**src/rtl/ctrl_sequencer.sv**
```systemverilog
`default_nettype none
// ============================================================================
// Module   : ctrl_sequencer
// Purpose  : Registered control-unit stage between instruction decode and the
//            execute/vector datapath. Decodes a 5-bit opcode (plus 3-bit ALU
//            sub-op for R-type) into a 19-bit control word and presents it
//            one cycle after acceptance with a valid/stall handshake. Vector
//            memory ops (VLDH, VSTB) are replayed over VEC_BEATS output beats,
//            jumps/branches hold off fetch for BRANCH_BUBBLES cycles, and a
//            flush from execute kills the held and incoming instruction.
// Revision : 1.0 - initial release
// ----------------------------------------------------------------------------
// Ports
//   clk        in   clock, all state on rising edge
//   rst        in   asynchronous reset, active low
//   in_valid   in   opcode/aluop valid
//   in_ready   out  instruction accepted when in_valid & in_ready
//   opcode     in   [4:0] instruction opcode
//   aluop      in   [2:0] ALU sub-op for R-type (opcode 00000)
//   flush      in   synchronous kill of held and incoming instruction
//   stall_in   in   downstream cannot take the current output
//   out_valid  out  control word valid this cycle
//   ctrl       out  [18:0] {jmp_sel[1:0], write_register, mem_write,
//                   reg_write, vcsub, alu_op[2:0], sel_op_b[1:0], sel_rs2,
//                   branch_sel[1:0], sel_op_a[1:0], sel_write_data,
//                   write_register_vec, sel_rs1}
//   beat_idx   out  [BEAT_W-1:0] current vector beat, 0 for scalar ops
//   last_beat  out  final beat of a vector op, 1 for every scalar output
//   illegal    out  current output comes from an undefined opcode
// ============================================================================
module ctrl_sequencer #(
  parameter int VEC_BEATS      = 4,
  parameter int BRANCH_BUBBLES = 1,
  parameter int BEAT_W         = (VEC_BEATS > 1) ? $clog2(VEC_BEATS) : 1
) (
  input  logic              clk,
  input  logic              rst,
  input  logic              in_valid,
  output logic              in_ready,
  input  logic [4:0]        opcode,
  input  logic [2:0]        aluop,
  input  logic              flush,
  input  logic              stall_in,
  output logic              out_valid,
  output logic [18:0]       ctrl,
  output logic [BEAT_W-1:0] beat_idx,
  output logic              last_beat,
  output logic              illegal
);

  // Bubble counter must hold the value BRANCH_BUBBLES itself.
  localparam int CNT_W = (BRANCH_BUBBLES > 0) ? $clog2(BRANCH_BUBBLES + 1) : 1;

  localparam logic [BEAT_W-1:0] LAST_BEAT_IDX = BEAT_W'(VEC_BEATS - 1);
  localparam logic [BEAT_W-1:0] BEAT_ONE      = BEAT_W'(1);
  localparam logic [CNT_W-1:0]  BUBBLE_LOAD   = CNT_W'(BRANCH_BUBBLES);
  localparam logic [CNT_W-1:0]  CNT_ONE       = CNT_W'(1);

  // Opcode map
  localparam logic [4:0] OP_RTYPE = 5'b00000;
  localparam logic [4:0] OP_ADDI  = 5'b01000;
  localparam logic [4:0] OP_MOV   = 5'b01101;
  localparam logic [4:0] OP_01001 = 5'b01001;
  localparam logic [4:0] OP_01010 = 5'b01010;
  localparam logic [4:0] OP_01011 = 5'b01011;
  localparam logic [4:0] OP_00101 = 5'b00101;
  localparam logic [4:0] OP_00010 = 5'b00010;
  localparam logic [4:0] OP_00100 = 5'b00100;
  localparam logic [4:0] OP_JMP   = 5'b10000;
  localparam logic [4:0] OP_BLT   = 5'b01100;
  localparam logic [4:0] OP_VLDH  = 5'b11011;
  localparam logic [4:0] OP_VSTB  = 5'b11101;

  typedef enum logic [1:0] {
    ST_IDLE   = 2'd0,
    ST_VEC    = 2'd1,
    ST_BUBBLE = 2'd2
  } state_t;

  // --------------------------------------------------------------------------
  // State
  // --------------------------------------------------------------------------
  state_t              state_q,     state_d;
  logic                out_valid_q, out_valid_d;
  logic [18:0]         ctrl_q,      ctrl_d;
  logic [BEAT_W-1:0]   beat_idx_q,  beat_idx_d;
  logic                last_beat_q, last_beat_d;
  logic                illegal_q,   illegal_d;
  logic [CNT_W-1:0]    bub_cnt_q,   bub_cnt_d;

  // --------------------------------------------------------------------------
  // Decode
  // --------------------------------------------------------------------------
  logic [18:0] dec_ctrl;
  logic        dec_illegal;
  logic        dec_vec;
  logic        dec_branch;

  always_comb begin
    dec_ctrl    = '0;
    dec_illegal = 1'b0;
    dec_vec     = 1'b0;
    case (opcode)
      OP_RTYPE: dec_ctrl = {6'b001010, aluop, 10'b0000000000};
      OP_ADDI:  dec_ctrl = 19'b0010100000100000000;
      OP_MOV:   dec_ctrl = 19'b0010100000100000001;
      OP_01001: dec_ctrl = 19'b0010100010100000000;
      OP_01010: dec_ctrl = 19'b0010100100100000000;
      OP_01011: dec_ctrl = 19'b0010100110100000000;
      OP_00101: dec_ctrl = 19'b0010100000000000001;
      OP_00010: dec_ctrl = 19'b0010000001000000000;
      OP_00100: dec_ctrl = 19'b0001000000000010000;
      OP_JMP:   dec_ctrl = 19'b0100000000000000000;
      OP_BLT:   dec_ctrl = 19'b0000000010011000001;
      OP_VLDH: begin
        dec_ctrl = 19'b0000000001000000110;
        dec_vec  = 1'b1;
      end
      OP_VSTB: begin
        dec_ctrl = 19'b0001000000000011000;
        dec_vec  = 1'b1;
      end
      default:  dec_illegal = 1'b1;
    endcase
  end

  // jmp_sel lives in [18:17], branch_sel in [6:5].
  assign dec_branch = (dec_ctrl[18:17] != 2'b00) || (dec_ctrl[6:5] != 2'b00);

  // --------------------------------------------------------------------------
  // Handshake
  // --------------------------------------------------------------------------
  logic out_stalled;
  logic accept;

  assign out_stalled = out_valid_q & stall_in;
  assign in_ready    = (state_q == ST_IDLE) & ~out_stalled & ~flush;
  assign accept      = in_valid & in_ready;

  // --------------------------------------------------------------------------
  // Next-state logic
  // --------------------------------------------------------------------------
  always_comb begin
    state_d     = state_q;
    out_valid_d = out_valid_q;
    ctrl_d      = ctrl_q;
    beat_idx_d  = beat_idx_q;
    last_beat_d = last_beat_q;
    illegal_d   = illegal_q;
    bub_cnt_d   = bub_cnt_q;

    if (flush) begin
      // Flush beats stall: the held word is discarded regardless of downstream.
      state_d     = ST_IDLE;
      out_valid_d = 1'b0;
      beat_idx_d  = '0;
      bub_cnt_d   = '0;
    end else if (!out_stalled) begin
      case (state_q)
        ST_IDLE: begin
          if (accept) begin
            out_valid_d = 1'b1;
            ctrl_d      = dec_ctrl;
            illegal_d   = dec_illegal;
            beat_idx_d  = '0;
            if (dec_vec && (VEC_BEATS > 1)) begin
              state_d     = ST_VEC;
              last_beat_d = 1'b0;
            end else begin
              last_beat_d = 1'b1;
              if (dec_branch && (BRANCH_BUBBLES > 0)) begin
                state_d   = ST_BUBBLE;
                bub_cnt_d = BUBBLE_LOAD;
              end
            end
          end else begin
            out_valid_d = 1'b0;
          end
        end

        ST_VEC: begin
          if (last_beat_q) begin
            // Final beat transfers this cycle; nothing can be accepted in VEC.
            state_d     = ST_IDLE;
            out_valid_d = 1'b0;
            beat_idx_d  = '0;
          end else begin
            beat_idx_d  = beat_idx_q + BEAT_ONE;
            last_beat_d = ((beat_idx_q + BEAT_ONE) == LAST_BEAT_IDX);
          end
        end

        ST_BUBBLE: begin
          // The first BUBBLE cycle still shows the branch word; once it
          // transfers the output goes empty while the counter runs down.
          out_valid_d = 1'b0;
          if (bub_cnt_q == '0) begin
            state_d = ST_IDLE;
          end else begin
            bub_cnt_d = bub_cnt_q - CNT_ONE;
          end
        end

        default: begin
          state_d     = ST_IDLE;
          out_valid_d = 1'b0;
          beat_idx_d  = '0;
          bub_cnt_d   = '0;
        end
      endcase
    end
  end

  // --------------------------------------------------------------------------
  // Registers
  // --------------------------------------------------------------------------
  always_ff @(posedge clk or negedge rst) begin
    if (!rst) begin
      state_q     <= ST_IDLE;
      out_valid_q <= 1'b0;
      ctrl_q      <= '0;
      beat_idx_q  <= '0;
      last_beat_q <= 1'b0;
      illegal_q   <= 1'b0;
      bub_cnt_q   <= '0;
    end else begin
      state_q     <= state_d;
      out_valid_q <= out_valid_d;
      ctrl_q      <= ctrl_d;
      beat_idx_q  <= beat_idx_d;
      last_beat_q <= last_beat_d;
      illegal_q   <= illegal_d;
      bub_cnt_q   <= bub_cnt_d;
    end
  end

  assign out_valid = out_valid_q;
  assign ctrl      = ctrl_q;
  assign beat_idx  = beat_idx_q;
  assign last_beat = last_beat_q;
  assign illegal   = illegal_q;

endmodule
`default_nettype wire

```
**config.mk**
```make
export PLATFORM = sky130hd
export DESIGN_NAME = ctrl_sequencer
export DESIGN_NICKNAME = d
export VERILOG_FILES = /design/src/rtl/ctrl_sequencer.sv
export SDC_FILE = /design/constraint.sdc
export NUM_CORES = 1
export LEC_CHECK = 0
export ABC_AREA = 1
export CORE_MARGIN = 3
export CORE_UTILIZATION = 30
export DETAILED_ROUTE_END_ITERATION = 6
export PLACE_DENSITY = 0.54
export SLEW_MARGIN = 20
export SYNTH_ARGS = -nofsm -noshare
export SYNTH_HDL_FRONTEND = slang
export SYNTH_SLANG_ARGS = --single-unit
```
**constraint.sdc**
```tcl
create_clock -name clk -period 1.4 [get_ports clk]
set_input_delay 0.21 -clock clk [delete_from_list [all_inputs] [get_ports clk]]
set_output_delay 0.21 -clock clk [all_outputs]
set_load 0.03 [all_outputs]
```
* Yosys cells after proc, flatten, opt, wreduce, memory -nomap -nowiden
Cells that the tools add are included.
** Storage, ports and cells
- Logic and storage cells :: 86
- Bits in registers :: 27
- Input port bits :: 13
- Output and inout port bits :: 25
** Operators by class
- Bitwise gates (word level) :: 6
- Mux-type cells :: 32
- Add/subtract/negate cells :: 2
- Equal/unequal tests :: 25
- Reduce and logical (&&, ||, !) cells :: 14
** Operator list (count)
- $pmux W18 S13 :: 1
- $eq A5 B4 Y1 const B :: 6
- $mux W2 :: 11
- $eq A5 B5 Y1 const B :: 3
- $mux W1 :: 15
- $ne A3 B3 Y1 const B :: 5
- $reduce_or A13 Y1 :: 1
- $pmux W2 S3 :: 2
- $eq A5 B3 Y1 const B :: 2
- $reduce_and A5 Y1 :: 2
- $ne A2 B2 Y1 const B :: 4
- $reduce_and A4 Y1 :: 2
- $reduce_bool A2 Y1 :: 3
- $eq A5 B2 Y1 const B :: 1
- $logic_not A5 Y1 :: 1
- $and A1 B1 Y1 :: 4
- $eq A2 B2 Y1 const B :: 2
- $ne A4 B4 Y1 const B :: 1
- $pmux W1 S2 :: 2
- $pmux W1 S3 :: 1
- $reduce_and A3 Y1 :: 1
- $add A2 B1 Y2 const B :: 1
- $eq A2 B1 Y1 const B :: 1
- $logic_not A2 Y1 :: 1
- other kinds (5) :: 6

* Longest topological paths before layout
Gate-level depths: netlist of the first run.
- Depth after elaboration :: 10
- Gate-level depth with buffers :: 10
- Mapped depth without buffers :: 10

* Worst setup path before layout of the first run
Ideal clock, no wire load.
- Path type :: flip-flop to flip-flop
- Start :: register out_valid_q (netlist: out_valid)
- End :: register ctrl_q[15] (netlist: ctrl[15])
- Library setup time :: 0.125 ns
- Stages on the path, launching flop included :: 8
- Data required time :: 1.275 ns
- Period minus slack after synthesis :: 1.495 ns
- Buffers on the path :: 1
- Arrival :: 1.369 ns
- Slack :: -0.095 ns
- Path through :: dfrtp_1 nand2_1 inv_1 nor2_4 nand2_4 buf_2 nand2_1 o31ai_2
** Between the ends
- Longest elaborated chain between the ends :: 6
** Ends and longest elaborated chain
- start: declaration :: line 84 : logic out_valid_q, out_valid_d;
- start signal: assignment :: line 228 : out_valid_q <= out_valid_d;
- $and A1 B1 Y1 :: line 136 : assign out_stalled = out_valid_q & stall_in;
- $not A1 Y1 (no line)
- $and A1 B1 Y1 (2 in a row) :: line 137 : assign in_ready = (state_q == ST_IDLE) & ~out_stalled & ~flush;
- net in_ready :: line 39 : output logic in_ready,
- $and A1 B1 Y1 :: line 138 : assign accept = in_valid & in_ready;
- $reduce_and A4 Y1 (no line)
- end signal: assignment :: line 229 : ctrl_q <= ctrl_d;
- end: declaration :: line 85 : logic [18:0] ctrl_q, ctrl_d;
The timed path passes the listed nets, and every way through them passes these cells.
A chain may end at the register's enable or synchronous reset.

* Worst setup path after layout of the first run
- Start :: input flush
- End :: output in_ready
** Between the ends
- Longest elaborated chain between the ends :: 2
** Ends and longest elaborated chain
- start: declaration :: line 42 : input logic flush,
- $not A1 Y1 (no line)
- $and A1 B1 Y1 :: line 137
- end: declaration :: line 39
No other way between the ends.

==> out/qor.yml, run 1 <==
outcome:
  status: "finished, final reports clean"
detailed_routing:
  drt-met1-wl_um: 1720
  dr.first_iter.drc_count: 42
  viasPerCell: 4.58
  postRouteAntennaNets: 0
  route.detailed.drc: 0
  wl_met2_um: 1700
  wl_um: 3580
  drt_first_pass_iters: 4
  vias: 1319
  met3_length_um: 133
  wl_per_cell_um: 12.4
  topRoutingLayerUsed: "met4"
logic_synthesis:
  synth_edf_count: 0
  yosysTopAreaCell: "dfrtp_1"
  synthCells: 174
  synth.most_common_cell: "nand2_1"
  ys_async_sr_fraction_pct: 100
  synth_top_area_share_pct: 41.0
  synth_ff_type: "dfrtp_1"
  syn-cell-area_sq_um: 1280
  ys_top_cells_by_area: "dfrtp_1 (41%), nand2_1 (16%), nor2_1 (5.3%)"
  avgSynthCellArea_sq_um: 7.37
  ys_ff_latch: 21
  ys_seq_area_share_pct: 41.0
  synth_top_cells_by_count: "nand2_1 (56), dfrtp_1 (21), nor2_1 (18), inv_1 (15), nand3_1 (10)"
  synth_cell_types: 26
  ys_warn_count: 0
floorplan:
  core_sq_um: 4060
  rows: 23
  dieArea_sq_um: 5100
  die_w_um: 71.4
  initial_core_util_pct: 31.6
  pin_count: 38
  dieHeight_um: 71.4
clock_tree:
  clk_pin_slew_ps: 80
  clk_path_buf_depth: 2
  numClockSinks: 21
  tritoncts: "done"
  cts_buffers: 3
  clock_latency_ps: 260
  htreeDepth: 1
  clock-root-buffer: "clkbuf_8"
  cts_hold_buf: 0
final_layout:
  finalNetCount: 253
  n_antenna_cell: 0
  drive_above_1_share_pct: 31.1
  synthToLayoutAreaGrowth_pct: 56.8
  stdcell_count: 288
  finalInstanceArea_sq_um: 2010
worst_setup_path:
  arrival_ps: 1180
  crit_type: "in2out"
  crit_fanout: 4
  startpoint_type: "input port"
  crit_path_end_kind: "output pin"
  cp_slowest_cell: "clkdlybuf4s50_1"
  path_cells: "clkdlybuf4s50_1 -> inv_1 -> nand2_4 -> nor2_4 -> buf_6"
  crit_family: "buffers and inverters"
  crit_required_ps: 1190
  slowest_delay_ps: 440
  path_buf_inv: 3
place:
  place_area_sq_um: 1830
  place_inst: 279
  place.gp.congestion: 0.855
  io_buffers: 34
  hpwl_um: 2610
  dp_slack_ps: -379
power_and_ir_drop:
  p_sw_uw: 1030
  leakage_uw: 0.00113
  combPwrFrac_pct: 49.2
  p_per_area_nw_per_um2: 1210
  ir_drop_mv: 0.783
  power_uw: 2440
  swShare_pct: 42.4
  power_frac_seq_pct: 34.0
  p_int_uw: 1410
  clkPwrFrac_pct: 16.8
timing:
  rsz0062_at_grt: "true"
  setup_ws_ps: 10.2
  period_share_pct: 99.3
  max_freq_mhz: 720
  report.final.setup_viol: 0
  setup-tns-final_ps: 0
  hold_viol: 0
  skew_ps: 4.87
  period_minus_slack_ps: 1390
  drv_slew: 0
global_routing:
  grt_pass1_wl_um: 5550
  gr-total-overflow: 0
  grt_pass1_vias: 1204
  antenna_found_initial: 0
  grt_max_degree: 22
  groute.usage.overall_pct: 13.4
min_path:
  hold_class: "in2async"
job:
  drv_cap: 0
layout make-up:
cell class | count | area [sq um]
fillers | 405 | 2050
repair buffers | 65 | 568
well taps | 50 | 62.6
flip-flops and latches | 21 | 527
inverters | 18 | 70.1
multi-input cells | 130 | 738
clock buffers | 4 | 45.0
kinds of logic (layout without fill, tap and decap cells):
| logic type | count (synthesis) | in the layout | synth area share [%] |
|---|---|---|---|
| buf+inv | 26 | 87 | 10.0 |
| fa+ha+maj | 1 | 1 | 0.975 |
| other cells | 1 | 3 | 0.292 |
| simple gates | 101 | 102 | 35.9 |
| compound gates | 24 | 24 | 11.8 |
| flops | 21 | 21 | 41.0 |
power by group through the flow:
stage,Clock (uW),Sequential [uW],Combinational [uW]
after floorplan,0,1040,471
after global placement,0,833,1140
after detailed placement,0,836,1150
after CTS,424,820,1100
after global routing,447,845,1290
final,410,830,1200
registers in the layout, indices dropped and copies added (netlist names):
signal	flops
illegal	1
ctrl	13
last_beat	1
state_q	2
beat_idx	2
out_valid	1
bub_cnt_q	1
per-stage QoR:
step / hold slack, ps / utilization (%)
finish: 284 / 49.6
global route: 308 / 49.6
global placement: 464 / 45.2
floorplan: -85.6 / -
CTS: 296 / 46.2
detailed placement: 469 / 45.2
per-layer routing:
metal / GRT usage [%] / vias up
li1: - / 681
met1: 18.5 / 606
met2: 21.6 / 30
met3: 2.66 / 2
met4: 3.13 / 0
met5: 0 / -
placed cells by master, fill, tap and decap left out:
master and instances:
inv_4 1, nand3_1 9, o31ai_4 1, dfrtp_1 20, nand2_1 46, nand2_4 3
nor2_4 5, o21ai_1 8, buf_6 5, o21ai_0 5, nand3_2 3, inv_1 11
buf_4 27, nand2_8 1, clkdlybuf4s50_1 7, a21boi_0 1, conb_1 3, ha_1 1
nor2_2 4, dfrtp_2 1, a21oi_2 1, nor2_1 12, nand4_1 6, a21o_1 2
a21oi_1 5, dlygate4sd2_1 23, dlymetal6s2s_1 3, nor3_2 1, or2_0 1, nand2_2 11
o211ai_4 1, clkbuf_1 1, clkbuf_8 3, inv_2 6
worst reg2reg max path, cell delays in order, from the launching register on:
cell and delay (ps):
dfrtp_1 420, nor2_4 150, nand2_4 70, nor2_4 130
buf_6 140, nand2_8 70, buf_6 140, a21o_1 140
path summary, 6_finish.rpt:
kind	startpoint	to	slack (ps)	cells past startpoint
worst max-delay path	flush	in_ready	10	5
worst min-delay path	rst	ctrl[9]$_DFFE_PN0P_	280	2
worst max register to register	state_q[0]$_DFFE_PN0P_	ctrl[0]$_DFFE_PN0P_	40	7
worst min register to register	illegal$_DFFE_PN0P_	illegal$_DFFE_PN0P_	480	2
max in group asynchronous	rst	out_valid$_DFFE_PN0P_	880	2
min in group clk	opcode[2]	ctrl[0]$_DFFE_PN0P_	430	4
what timing repair did:
action	in CTS	in global routing
pin swaps	2	12
buffers inserted	3	2
setup endpoints to repair	28	17
cloned	0	1
gates resized for setup	27	34
(Power assumes the default switching activity.)
==> run 2: changes to the inputs <==
--- a/config.mk
+++ b/config.mk
@@ -9,6 +9,7 @@
 export CORE_MARGIN = 3
 export CORE_UTILIZATION = 30
 export DETAILED_ROUTE_END_ITERATION = 6
+export GPL_ROUTABILITY_DRIVEN = 0
 export PLACE_DENSITY = 0.54
 export SLEW_MARGIN = 20
 export SYNTH_ARGS = -nofsm -noshare
==> results of run 2 <==
The final DEF is identical to that of run 1; final timing and power are the same.
==> run 3: changes to the inputs <==
--- a/config.mk
+++ b/config.mk
@@ -5,12 +5,11 @@
 export SDC_FILE = /design/constraint.sdc
 export NUM_CORES = 1
 export LEC_CHECK = 0
-export ABC_AREA = 1
 export CORE_MARGIN = 3
 export CORE_UTILIZATION = 30
 export DETAILED_ROUTE_END_ITERATION = 6
 export GPL_ROUTABILITY_DRIVEN = 0
-export PLACE_DENSITY = 0.54
+export PLACE_DENSITY = 0.55
 export SLEW_MARGIN = 20
 export SYNTH_ARGS = -nofsm -noshare
 export SYNTH_HDL_FRONTEND = slang
==> out/qor.yml, run 3 <==
outcome:
  violations: "negative setup slack"
  status: "finished with violations"
worst_setup_path:
  crit_path_end_kind: "register"
  r2r-end: "state_q[1]$_DFFE_PN0P_"
  r2r_slack_ps: -140  # -180 ps
  startpoint_type: "register"
  arrival_ps: 1680  # +500 ps
  crit_fanout: 4  # unchanged
  crit_required_ps: 1540  # +350 ps
  r2r_start: "state_q[1]$_DFFE_PN0P_"
  crit_type: "reg2reg"
  rr_worst_depth: 4  # -3
job:
  drv_cap: 0  # unchanged
final_layout:
  n_antenna_cell: 0  # unchanged
  drive_above_1_share_pct: 40.7  # +9.6 points
  fin_util_pct: 56.7  # +7.2 points
  mostFrequentLayoutCell: "buf_4"
  stdcell_count: 247  # -14%
  finalInstanceArea_sq_um: 2140  # +6.4%
  largest_reg_flops: 13  # unchanged
  synthToLayoutAreaGrowth_pct: 77.8
  finalNetCount: 214  # -15%
  layout_common_cells: "buf_4 (28), dlygate4sd2_1 (25), dfrtp_1 (19), nand2_1 (16), buf_6 (10)"
  fill_cells: 339  # -16%
place:
  io_buffers: 34  # unchanged
  dp_slack_ps: -508  # -130 ps
  hpwl_um: 2350  # -9.6%
  place_area_sq_um: 1740  # -4.8%
  place_inst: 231  # -17%
power_and_ir_drop:
  power_frac_seq_pct: 41.4  # +7.4 points
  p_per_area_nw_per_um2: 760  # -37%
  swShare_pct: 32.3  # -10 points
  ir_drop_mv: 0.350  # -55%
  p_sw_uw: 526  # -49%
  p_int_uw: 1100  # -22%
  leakage_uw: 0.00103  # -8.6%
  combPwrFrac_pct: 34.5  # -15 points
  clkPwrFrac_pct: 24.1  # +7.3 points
timing:
  report.final.setup_viol: 16  # +16
  drv_slew: 0  # unchanged
  rsz0062_at_grt: "true"
  holdWs_ps: 299  # +14.9 ps
  setup_ws_ps: -136  # -146 ps
  period_minus_slack_ps: 1540  # +146 ps
  hold_viol: 0  # unchanged
  max_freq_mhz: 651  # -9.5%
  skew_ps: 3.78  # -1.10 ps
  period_share_pct: 110  # +10 points
global_routing:
  grt_pass1_wl_um: 5910  # +6.6%
  grt_pass1_vias: 1284  # +6.6%
  gr-total-overflow: 0  # unchanged
  grt_max_degree: 22  # unchanged
  groute.usage.overall_pct: 14.8  # +1.4 points
  antenna_found_initial: 0  # unchanged
floorplan:
  rows: 22  # -4.3%
  initial_core_util_pct: 31.9  # +0.31 points
  pin_count: 38  # unchanged
  dieArea_sq_um: 4810  # -5.6%
  dieHeight_um: 69.3  # -2.9%
  die_w_um: 69.3  # -2.9%
  core_sq_um: 3770  # -7.1%
logic_synthesis:
  synthCells: 133  # -24%
  ys_seq_area_share_pct: 43.7  # +2.7 points
  ys_top_cells_by_area: "dfrtp_1 (44%), nand2_1 (6.5%), o31ai_1 (4.4%)"
  synth_xor_area_share_pct: 0  # unchanged
  synth_ff_type: "dfrtp_1"
  synthMuxAreaShare_pct: 3.64  # +3.6 points
  yosysTopAreaCell: "dfrtp_1"
  synth_edf_count: 0  # unchanged
  synth_top_cells_by_count: "dfrtp_1 (21), nand2_1 (21), a21oi_1 (8)"
  ys_async_sr_fraction_pct: 100  # unchanged
  avgSynthCellArea_sq_um: 9.05  # +23%
  synth-simple-area-share_pct: 21.6  # -14 points
  ys_warn_count: 0  # unchanged
  ys_ff_latch: 21  # unchanged
  syn-cell-area_sq_um: 1200  # -6.1%
  synth-compound-area-share_pct: 22.1  # +10 points
  synthAdderAreaFrac_pct: 1.04  # +0.064 points
  synth_cell_types: 35  # +35%
  synth_top_area_share_pct: 43.7  # +2.7 points
  synth_top_family_by_area: "compound AO/OA/AOI/OAI gates"
clock_tree:
  clk_path_buf_depth: 2  # unchanged
  tritoncts: "done"
  cts_hold_buf: 0  # unchanged
  clk_pin_slew_ps: 80  # about the same
  clock-root-buffer: "clkbuf_8"
  numClockSinks: 21  # unchanged
  clock_latency_ps: 260  # about the same
  htreeDepth: 1  # unchanged
  cts_buffers: 3  # unchanged
detailed_routing:
  wl_um: 3560  # -0.67%
  drt_first_pass_iters: 4  # unchanged
  vias: 1230  # -6.7%
  postRouteAntennaNets: 0  # unchanged
  wl_per_cell_um: 14.4  # +16%
  dr.first_iter.drc_count: 27  # -36%
  route.detailed.drc: 0  # unchanged
  viasPerCell: 4.98  # +8.7%
min_path:
  hold_class: "in2async"
-- run 3: changes by cell type after synthesis, moves of 5 or more --
cell	before	now
nand3_1	10	2
nand4_1	6	0
o21ai_1	8	0
inv_1	15	4
nor2_1	18	7
nand2b_1	0	5
clkbuf_1	0	7
nand2_1	56	21
o31ai_1	0	7
-- run 3: worst max path at each step --
stage | startpoint | to | slack, ps | depth (start not counted)
after global placement | flush | beat_idx[1]$_DFFE_PN0P_ | -440 | 5
final | state_q[1]$_DFFE_PN0P_ | state_q[1]$_DFFE_PN0P_ | -140 | 4
after CTS | state_q[1]$_DFFE_PN0P_ | beat_idx[1]$_DFFE_PN0P_ | -120 | 4
after detailed placement | opcode[4] | state_q[1]$_DFFE_PN0P_ | -510 | 5
after floorplan | state_q[1]$_DFFE_PN0P_ | state_q[1]$_DFFE_PN0P_ | -160 | 4
after global routing | state_q[1]$_DFFE_PN0P_ | ctrl[14]$_DFFE_PN0P_ | -190 | 7
-- run 3: cell type report --
class                      instances  area [sq um]  area share, %
multi-input combinational         96           820           38.3
timing repair buffer              74           672           31.4
sequential                        21           528           24.7
tap                               48          60.1           2.81
clock buffer                       4          45.0           2.11
inverter                           4          15.0          0.702
-- run 3: critical path, stage by stage (launching register included) --
cell and delay (ps):
dfrtp_1 410, or2_4 240, o32a_4 350, o221a_4 140
mux2_4 290
-- run 3: repair_timing --
item / 4_1_cts / 5_1_grt
gates resized for setup: 50 / 39
setup buffers: 9 / 3
endpoints found under the setup margin: 33 / 21
hold endpoints to repair: 0 / 0
pin swaps: 6 / 9
-- run 3: kinds of logic after synthesis --
group                      count (synthesis)
AOI/OAI and AO/OA                         36
adders and majority gates                  1
buffers and inverters                     18
DFF                                       21
muxes                                      4
other                                      1
and+or+nand+nor                           52
-- run 3: stage by stage --
stage | power, uW | TNS, ps
3_5_place_dp | 1140 | -6230
4_1_cts | 1560 | -836
2_1_floorplan | 931 | -571
6_report | 1630 | -936
5_1_grt | 1700 | -2020
3_3_place_gp | 1140 | -6200
-- run 3: routing by layer --
metal  wire, um  global-route usage [%]  share of wire (%)  vias up
li1           -                       -                  -      600
met1       1570                    18.2                 44      605
met2       1860                    27.4                 52       25
met3        133                    2.32                3.7        0
met4          0                    2.60                  0        0
met5          0                       0                  0        -
-- run 3: power by group through the flow --
stage / clock (uW) / sequential [uW] / combinational (uW)
after floorplan: 0 / 758 / 173
after CTS: 407 / 671 / 486
after global routing: 424 / 679 / 602
final: 392 / 674 / 561
after detailed placement: 0 / 684 / 460
after global placement: 0 / 683 / 455
